**src/rtl/cordic_hyp_sched_if.sv**
```systemverilog
// Purpose: bundles the requester, cordic_hyp and status signals of cordic_hyp_sched.
// Latency: none; this is wiring only.
// Backpressure: carried by gnt (requester side) and full; the cordic side has none.
// Ports (by group):
//   requester : req, req_func, req_a (to scheduler); gnt, rsp_valid, rsp_f (from scheduler)
//   cordic    : c_start, c_func, c_a (from scheduler); c_valid, c_f (to scheduler)
//   status    : inflight, full, err (from scheduler)
// master = environment (requesters + cordic pipeline), slave = the scheduler.
interface cordic_hyp_sched_if #(
  parameter int NREQ  = 4,
  parameter int W     = 12,
  parameter int DEPTH = 16
);
  localparam int DW = 2 * W;
  localparam int CW = $clog2(DEPTH) + 1;

  // Requester side
  logic [NREQ-1:0]    req;
  logic [NREQ-1:0]    req_func;
  logic [NREQ*DW-1:0] req_a;
  logic [NREQ-1:0]    gnt;

  // cordic_hyp side
  logic               c_start;
  logic               c_func;
  logic [DW-1:0]      c_a;
  logic               c_valid;
  logic [DW-1:0]      c_f;

  // Results and status
  logic [NREQ-1:0]    rsp_valid;
  logic [DW-1:0]      rsp_f;
  logic [CW-1:0]      inflight;
  logic               full;
  logic               err;

  modport master (
    output req, req_func, req_a, c_valid, c_f,
    input  gnt, c_start, c_func, c_a, rsp_valid, rsp_f, inflight, full, err
  );

  modport slave (
    input  req, req_func, req_a, c_valid, c_f,
    output gnt, c_start, c_func, c_a, rsp_valid, rsp_f, inflight, full, err
  );
endinterface

```
**src/rtl/cordic_hyp_sched.sv**
```systemverilog
// Purpose: round-robin scheduler sharing one in-order cordic_hyp pipeline among NREQ requesters.
// Latency: grant is combinational; operands reach the cordic 1 cycle later; a result reaches its owner 1 cycle after c_valid.
// Backpressure: gnt is withheld while DEPTH operations are in flight; the cordic side is never stalled.
// Ports:
//   clk  - sole clock, rising edge
//   rst  - synchronous, active-high reset
//   bus  - slave modport of cordic_hyp_sched_if:
//          req/req_func/req_a in, gnt out (combinational one-hot)
//          c_start/c_func/c_a out (registered), c_valid/c_f in
//          rsp_valid/rsp_f out (registered), inflight/full/err out
module cordic_hyp_sched #(
  parameter int NREQ  = 4,
  parameter int W     = 12,
  parameter int DEPTH = 16
) (
  input  logic             clk,
  input  logic             rst,
  cordic_hyp_sched_if.slave bus
);
  localparam int DW = 2 * W;
  localparam int PW = (NREQ > 1) ? $clog2(NREQ) : 1;
  localparam int AW = $clog2(DEPTH);
  localparam int CW = $clog2(DEPTH) + 1;

  // Round-robin pointer: the requester index scanned first.
  logic [PW-1:0]   ptr;

  // Arbitration results (combinational)
  logic            cand;
  logic            grant;
  logic [PW-1:0]   win;
  logic [PW:0]     scan_sum;
  logic [PW-1:0]   scan_idx;
  logic [NREQ-1:0] gnt_c;
  logic            sel_func;
  logic [DW-1:0]   sel_a;

  // Tag FIFO: owner index of every issued operation, in issue order.
  logic [PW-1:0]   tag_mem [DEPTH];
  logic [AW-1:0]   wr_ptr;
  logic [AW-1:0]   rd_ptr;
  logic [CW-1:0]   inflight_q;
  logic            full_c;
  logic            empty_c;
  logic            pop;

  // Registered outputs
  logic            c_start_q;
  logic            c_func_q;
  logic [DW-1:0]   c_a_q;
  logic [NREQ-1:0] rsp_valid_q;
  logic [DW-1:0]   rsp_f_q;
  logic            err_q;

  assign full_c  = (inflight_q == CW'(DEPTH));
  assign empty_c = (inflight_q == '0);

  // A result with no tag outstanding is a protocol error, not a pop.
  assign pop = bus.c_valid && !empty_c;

  // Scan ptr, ptr+1, ... modulo NREQ; the first asserted request wins.
  // The index is wrapped by subtraction so NREQ need not be a power of two.
  always_comb begin
    cand     = 1'b0;
    win      = '0;
    scan_sum = '0;
    scan_idx = '0;
    for (int i = 0; i < NREQ; i++) begin
      scan_sum = {1'b0, ptr} + (PW+1)'(i);
      if (scan_sum >= (PW+1)'(NREQ)) begin
        scan_sum = scan_sum - (PW+1)'(NREQ);
      end
      scan_idx = scan_sum[PW-1:0];
      if (!cand && bus.req[scan_idx]) begin
        cand = 1'b1;
        win  = scan_idx;
      end
    end
  end

  // No issue while full, even if a result pops this same cycle: the slot
  // only becomes visible once inflight has actually dropped.
  assign grant = cand && !full_c && !rst;
  assign gnt_c = grant ? (NREQ'(1) << win) : '0;

  // Operand mux for the winning requester.
  always_comb begin
    sel_func = 1'b0;
    sel_a    = '0;
    for (int k = 0; k < NREQ; k++) begin
      if (win == PW'(k)) begin
        sel_func = bus.req_func[k];
        sel_a    = bus.req_a[k*DW +: DW];
      end
    end
  end

  always_ff @(posedge clk) begin
    if (rst) begin
      ptr         <= '0;
      wr_ptr      <= '0;
      rd_ptr      <= '0;
      inflight_q  <= '0;
      c_start_q   <= 1'b0;
      c_func_q    <= 1'b0;
      c_a_q       <= '0;
      rsp_valid_q <= '0;
      rsp_f_q     <= '0;
      err_q       <= 1'b0;
    end else begin
      c_start_q <= grant;
      if (grant) begin
        ptr      <= (win == PW'(NREQ-1)) ? '0 : win + PW'(1);
        c_func_q <= sel_func;
        c_a_q    <= sel_a;
        wr_ptr   <= wr_ptr + AW'(1);
      end

      if (pop) begin
        rd_ptr      <= rd_ptr + AW'(1);
        rsp_valid_q <= NREQ'(1) << tag_mem[rd_ptr];
        rsp_f_q     <= bus.c_f;
      end else begin
        rsp_valid_q <= '0;
      end

      if (bus.c_valid && empty_c) begin
        err_q <= 1'b1;
      end

      // Push and pop together leave the count unchanged.
      case ({grant, pop})
        2'b10:   inflight_q <= inflight_q + CW'(1);
        2'b01:   inflight_q <= inflight_q - CW'(1);
        default: inflight_q <= inflight_q;
      endcase
    end
  end

  // Tag storage needs no reset: entries are only read behind wr_ptr.
  always_ff @(posedge clk) begin
    if (!rst && grant) begin
      tag_mem[wr_ptr] <= win;
    end
  end

  assign bus.gnt       = gnt_c;
  assign bus.c_start   = c_start_q;
  assign bus.c_func    = c_func_q;
  assign bus.c_a       = c_a_q;
  assign bus.rsp_valid = rsp_valid_q;
  assign bus.rsp_f     = rsp_f_q;
  assign bus.inflight  = inflight_q;
  assign bus.full      = full_c;
  assign bus.err       = err_q;
endmodule
```
**src/flat_wrapper.sv**
```systemverilog
// flat-port wrapper written by rule: the top's interface ports become plain ports
module cordic_hyp_sched_flat 
#(
  parameter int NREQ  = 4,
  parameter int W     = 12,
  parameter int DEPTH = 16
)
  (clk, rst, bus_req, bus_req_func, bus_req_a, bus_c_valid, bus_c_f, bus_gnt, bus_c_start, bus_c_func, bus_c_a, bus_rsp_valid, bus_rsp_f, bus_inflight, bus_full, bus_err);
  cordic_hyp_sched_if #(.NREQ(NREQ), .W(W), .DEPTH(DEPTH)) bus_i ();
  input  logic clk;
  input  logic rst;
  input wire logic [$bits(bus_i.req)-1:0] bus_req;
  input wire logic [$bits(bus_i.req_func)-1:0] bus_req_func;
  input wire logic [$bits(bus_i.req_a)-1:0] bus_req_a;
  input wire logic [$bits(bus_i.c_valid)-1:0] bus_c_valid;
  input wire logic [$bits(bus_i.c_f)-1:0] bus_c_f;
  output wire logic [$bits(bus_i.gnt)-1:0] bus_gnt;
  output wire logic [$bits(bus_i.c_start)-1:0] bus_c_start;
  output wire logic [$bits(bus_i.c_func)-1:0] bus_c_func;
  output wire logic [$bits(bus_i.c_a)-1:0] bus_c_a;
  output wire logic [$bits(bus_i.rsp_valid)-1:0] bus_rsp_valid;
  output wire logic [$bits(bus_i.rsp_f)-1:0] bus_rsp_f;
  output wire logic [$bits(bus_i.inflight)-1:0] bus_inflight;
  output wire logic [$bits(bus_i.full)-1:0] bus_full;
  output wire logic [$bits(bus_i.err)-1:0] bus_err;
  assign bus_i.req = bus_req;
  assign bus_i.req_func = bus_req_func;
  assign bus_i.req_a = bus_req_a;
  assign bus_i.c_valid = bus_c_valid;
  assign bus_i.c_f = bus_c_f;
  assign bus_gnt = bus_i.gnt;
  assign bus_c_start = bus_i.c_start;
  assign bus_c_func = bus_i.c_func;
  assign bus_c_a = bus_i.c_a;
  assign bus_rsp_valid = bus_i.rsp_valid;
  assign bus_rsp_f = bus_i.rsp_f;
  assign bus_inflight = bus_i.inflight;
  assign bus_full = bus_i.full;
  assign bus_err = bus_i.err;
  cordic_hyp_sched #(.NREQ(NREQ), .W(W), .DEPTH(DEPTH)) u_core (.clk(clk), .rst(rst), .bus(bus_i));
endmodule
```
**config.mk**
```make
export PLATFORM = sky130hd
export DESIGN_NAME = cordic_hyp_sched_flat
export DESIGN_NICKNAME = d
export VERILOG_FILES = /design/src/rtl/cordic_hyp_sched_if.sv /design/src/rtl/cordic_hyp_sched.sv /design/src/flat_wrapper.sv
export SDC_FILE = /design/constraint.sdc
export NUM_CORES = 1
export LEC_CHECK = 0
export ABC_AREA = 1
export CAP_MARGIN = 25
export CORE_MARGIN = 2
export CORE_UTILIZATION = 40
export CTS_CLUSTER_DIAMETER = 150
export DETAILED_ROUTE_END_ITERATION = 8
export PLACE_DENSITY = 0.76
export SLEW_MARGIN = 20
export SYNTH_ARGS = -nofsm -noshare
export SYNTH_HDL_FRONTEND = slang
export SYNTH_SLANG_ARGS = --single-unit
```
**constraint.sdc**
```tcl
create_clock -name clk -period 2.49 [get_ports clk]
set_input_delay 0.498 -clock clk [delete_from_list [all_inputs] [get_ports clk]]
set_output_delay 0.498 -clock clk [all_outputs]
set_load 0.05 [all_outputs]
```
==> out/summary.log <==
qor: status.outcome complete, but fails checks
qor: status.failed_checks setup timing
qor: floorplanning.floorplan.die.height 118 um
qor: final_layout.nFillCells 1108
qor: final_layout.nets 1069
qor: cts.ctsHtreeMaxLevel 3
qor: global_routing.gr-usage-all-layers 0.215
qor: sta.min_period 2.75 ns
qor: cts.cts_buffer_count 9
qor: cts.cts_root_buffer clkbuf_16
qor: cts.clock_sinks 106
qor: cts.clk_path_buf_depth 2
qor: placement.place.gp.congestion 0.902
qor: synth.synthTopCellsByArea dfxtp_1, edfxtp_1, nor2_1
qor: final_layout.drive_above_1_share 0.166
qor: synth.synth.top_cell.area_share 0.283
qor: setup_path.cp_data_arrival_time 2.25 ns
qor: cts.clk_latency 0.35 ns
qor: setup_path.timing_worst_setup_path_type reg -> out
qor: synth.synth.net_count 846
qor: placement.placement.io_buffers 195
qor: synth.yosys_register_bits 106
qor: final_layout.multi_input_area 2660 um^2
qor: synth.yosys.cell_types.count 31
qor: cts.cts_tree yes
qor: final_layout.seqCellArea 2460 um^2
qor: floorplanning.die_area 14000 um^2
qor: global_routing.grt_antenna_before_repair 0
qor: sta.hold_viol_final 0
qor: synth.synthesis.area 5240 um^2
qor: setup_path.worst-path-max-fanout 5
qor: sta.max_freq 0.364 GHz
qor: setup_path.element_type_at_the_critical_path_start register
qor: synth.seq_total_area_yosys 0.466
qor: final_layout.leading_cell_type_in_the_layout_fill_and_taps_excluded clkdlybuf4s50_1
qor: sta.relSlewSlack 0.624
qor: final_layout.mostFrequentLayoutCells clkdlybuf4s50_1, nor2_1, nand2_1
qor: floorplanning.num_rows 41
qor: global_routing.maximum_number_of_pins_on_one_net_before_global_route_repair 61
qor: sta.final.hold.worst_slack 0.459 ns
qor: global_routing.grt_pass1_vias 5283
qor: route.number_of_nets_with_antenna_violations_after_detailed_routing 0
qor: hold_path.worstHoldPathType reg -> reg
qor: route.via_count 5385
qor: sta.post-route-worst-setup-slack -0.260 ns
qor: setup_path.worstPathRequired 1.99 ns
qor: power_and_ir_drop.ir_drop 0.854 mV
qor: global_routing.grt_pass1_wl 24.7 mm
qor: route.route.detailed.vias_per_inst 4.89
qor: floorplanning.die_x 118 um
qor: sta.setup-violations-final 26
qor: final_layout.postLayoutCoreUtil 0.652
qor: synth.synthCells 701
qor: sta.grt_setup_unrepaired yes
qor: setup_path.end_kind primary output
qor: route.detail_route.wl_per_cell 13.6 um
qor: sta.timing.final.max_slew_violations 0
qor: sta.skew 0.00987 ns
qor: floorplanning.initial_core_util 0.412
qor: power_and_ir_drop.static_leak 3.35 nW
qor: setup_path.r2r_setup_slack -0.08 ns
qor: synth.synth_top_area_cell dfxtp_1
qor: route.drt_drc_violations_left 0
qor: power_and_ir_drop.power-per-cell-area 1330 nW/um^2
qor: route.drtIter0Drc 267
qor: route.detailed_route_wire_length 15.0 mm
qor: cts.clk_pin_slew 0.08 ns
qor: sta.timing.final.crit_share 1.10
qor: final_layout.insertedDiodeCount 0
qor: global_routing.grt_remaining_overflow 0
qor: synth.yosys_warnings 0
qor: placement.place_hpwl 10.9 mm
qor: final_layout.area_growth 58.2%
qor: floorplanning.top_level_ports 196
qor: run.drv.max_cap_violation_count 0
qor: sta.worst_slew_pin_slew 0.563 ns
qor: floorplanning.core 12700 um^2
qor: synth.synth.avg_cell_area 7.48 um^2
qor: route.drtPass1Iterations 5
==> flip-flops by register name, summed over array words and instances, names as in the netlist, 2 cells and up, named ones only <==
signal and cells:
u_core.rd_ptr 4, u_core.tag_mem 32, u_core.bus.c_a 24, u_core.wr_ptr 4, u_core.bus.rsp_f 24, u_core.ptr 2, u_core.bus.rsp_valid 4, u_core.bus.inflight 5
==> cells in the mapped netlist (all sizes together) <==
| cell type | instances |
|---|---|
| ha | 13 |
| a21oi | 38 |
| a211oi | 1 |
| nand2 | 138 |
| nand3 | 17 |
| xnor2 | 1 |
| o221ai | 1 |
| a31o | 1 |
| o21ai | 128 |
| nor3 | 4 |
| dfxtp | 74 |
| o22ai | 2 |
| nor2 | 159 |
| edfxtp | 32 |
| clkbuf | 21 |
| o211ai | 7 |
| fa | 1 |
| buf | 18 |
| xor2 | 1 |
| inv | 42 |
| a31oi | 2 |
==> power breakdown <==
part           internal, mW  total [mW]  switching [mW]
Combinational          2.77        6.97            4.19
Sequential             2.32        2.57           0.245
Clock                 0.802        1.47           0.667
==> what timing repair did <==
item,in CTS,in global routing
endpoints found under the setup margin,39,37
pin swaps,13,15
hold buffers,0,0
setup buffers,8,3
gates resized for setup,35,40
==> critical path: stages, from the launching register on <==
cell	delay, ns
dfxtp_4	0.39
buf_6	0.14
nand2_4	0.06
nand2_4	0.05
nand2_2	0.06
nand2_2	0.07
nor2_4	0.15
nand2_2	0.08
nor3_4	0.20
nor2_4	0.08
buf_6	0.13
inv_8	0.05
ha_4	0.15
inv_8	0.04
nor2_4	0.10
buf_12	0.14
==> worst paths after layout <==
path	from	endpoint	cells after the start
setup / recovery	u_core.ptr[0]	bus_gnt[2]	15
hold / removal	u_core.bus.inflight[0]	u_core.bus.inflight[0]	1
setup reg to reg	u_core.ptr[0]	u_core.bus.c_a[20]	19
hold reg to reg	u_core.bus.inflight[0]	u_core.bus.inflight[0]	1
==> per-layer routing <==
metal  part of all wire  global-route usage  up-vias
met1               0.39               0.235     2418
met5                  0                   0        -
met2               0.52               0.392      196
met3              0.070              0.0584       28
li1                   -                   -     2743
met4              0.025              0.0833        0
==> logic make-up after synthesis <==
family          count (synthesis)  share of synthesized area
simple gates                  318                      0.247
compound gates                180                      0.178
flops                         106                      0.466
buf+inv                        81                     0.0709
fa+ha+maj                      14                     0.0348
xor+xnor                        2                    0.00334
==> through the flow <==
| stage | worst slack (ns) | TNS, ns | total power, mW | instances | cell area, um^2 |
|---|---|---|---|---|---|
| after CTS | -0.209 | -0.837 | 10.8 | 1098 | 8200 |
| after global placement | -0.510 | -25.07 | 8.91 | 1074 | 7730 |
| after global routing | -0.359 | -6.95 | 11.8 | 1101 | 8290 |
| after detailed placement | -0.574 | -28.54 | 9.01 | 1074 | 7730 |
| after floorplan | -0.0484 | -0.154 | 6.88 | 701 | 5420 |
| final | -0.260 | -1.80 | 11.0 | 1101 | 8290 |
==> area by class of cell <==
class	instances	share of cell area
clock buffers	10	0.0276
flip-flops and latches	106	0.296
multi-input cells	514	0.320
well taps	172	0.0259
inverters	42	0.0229
clock inverters	6	0.00981
repair buffers	251	0.297
Power figures use the tool's default switching activity.
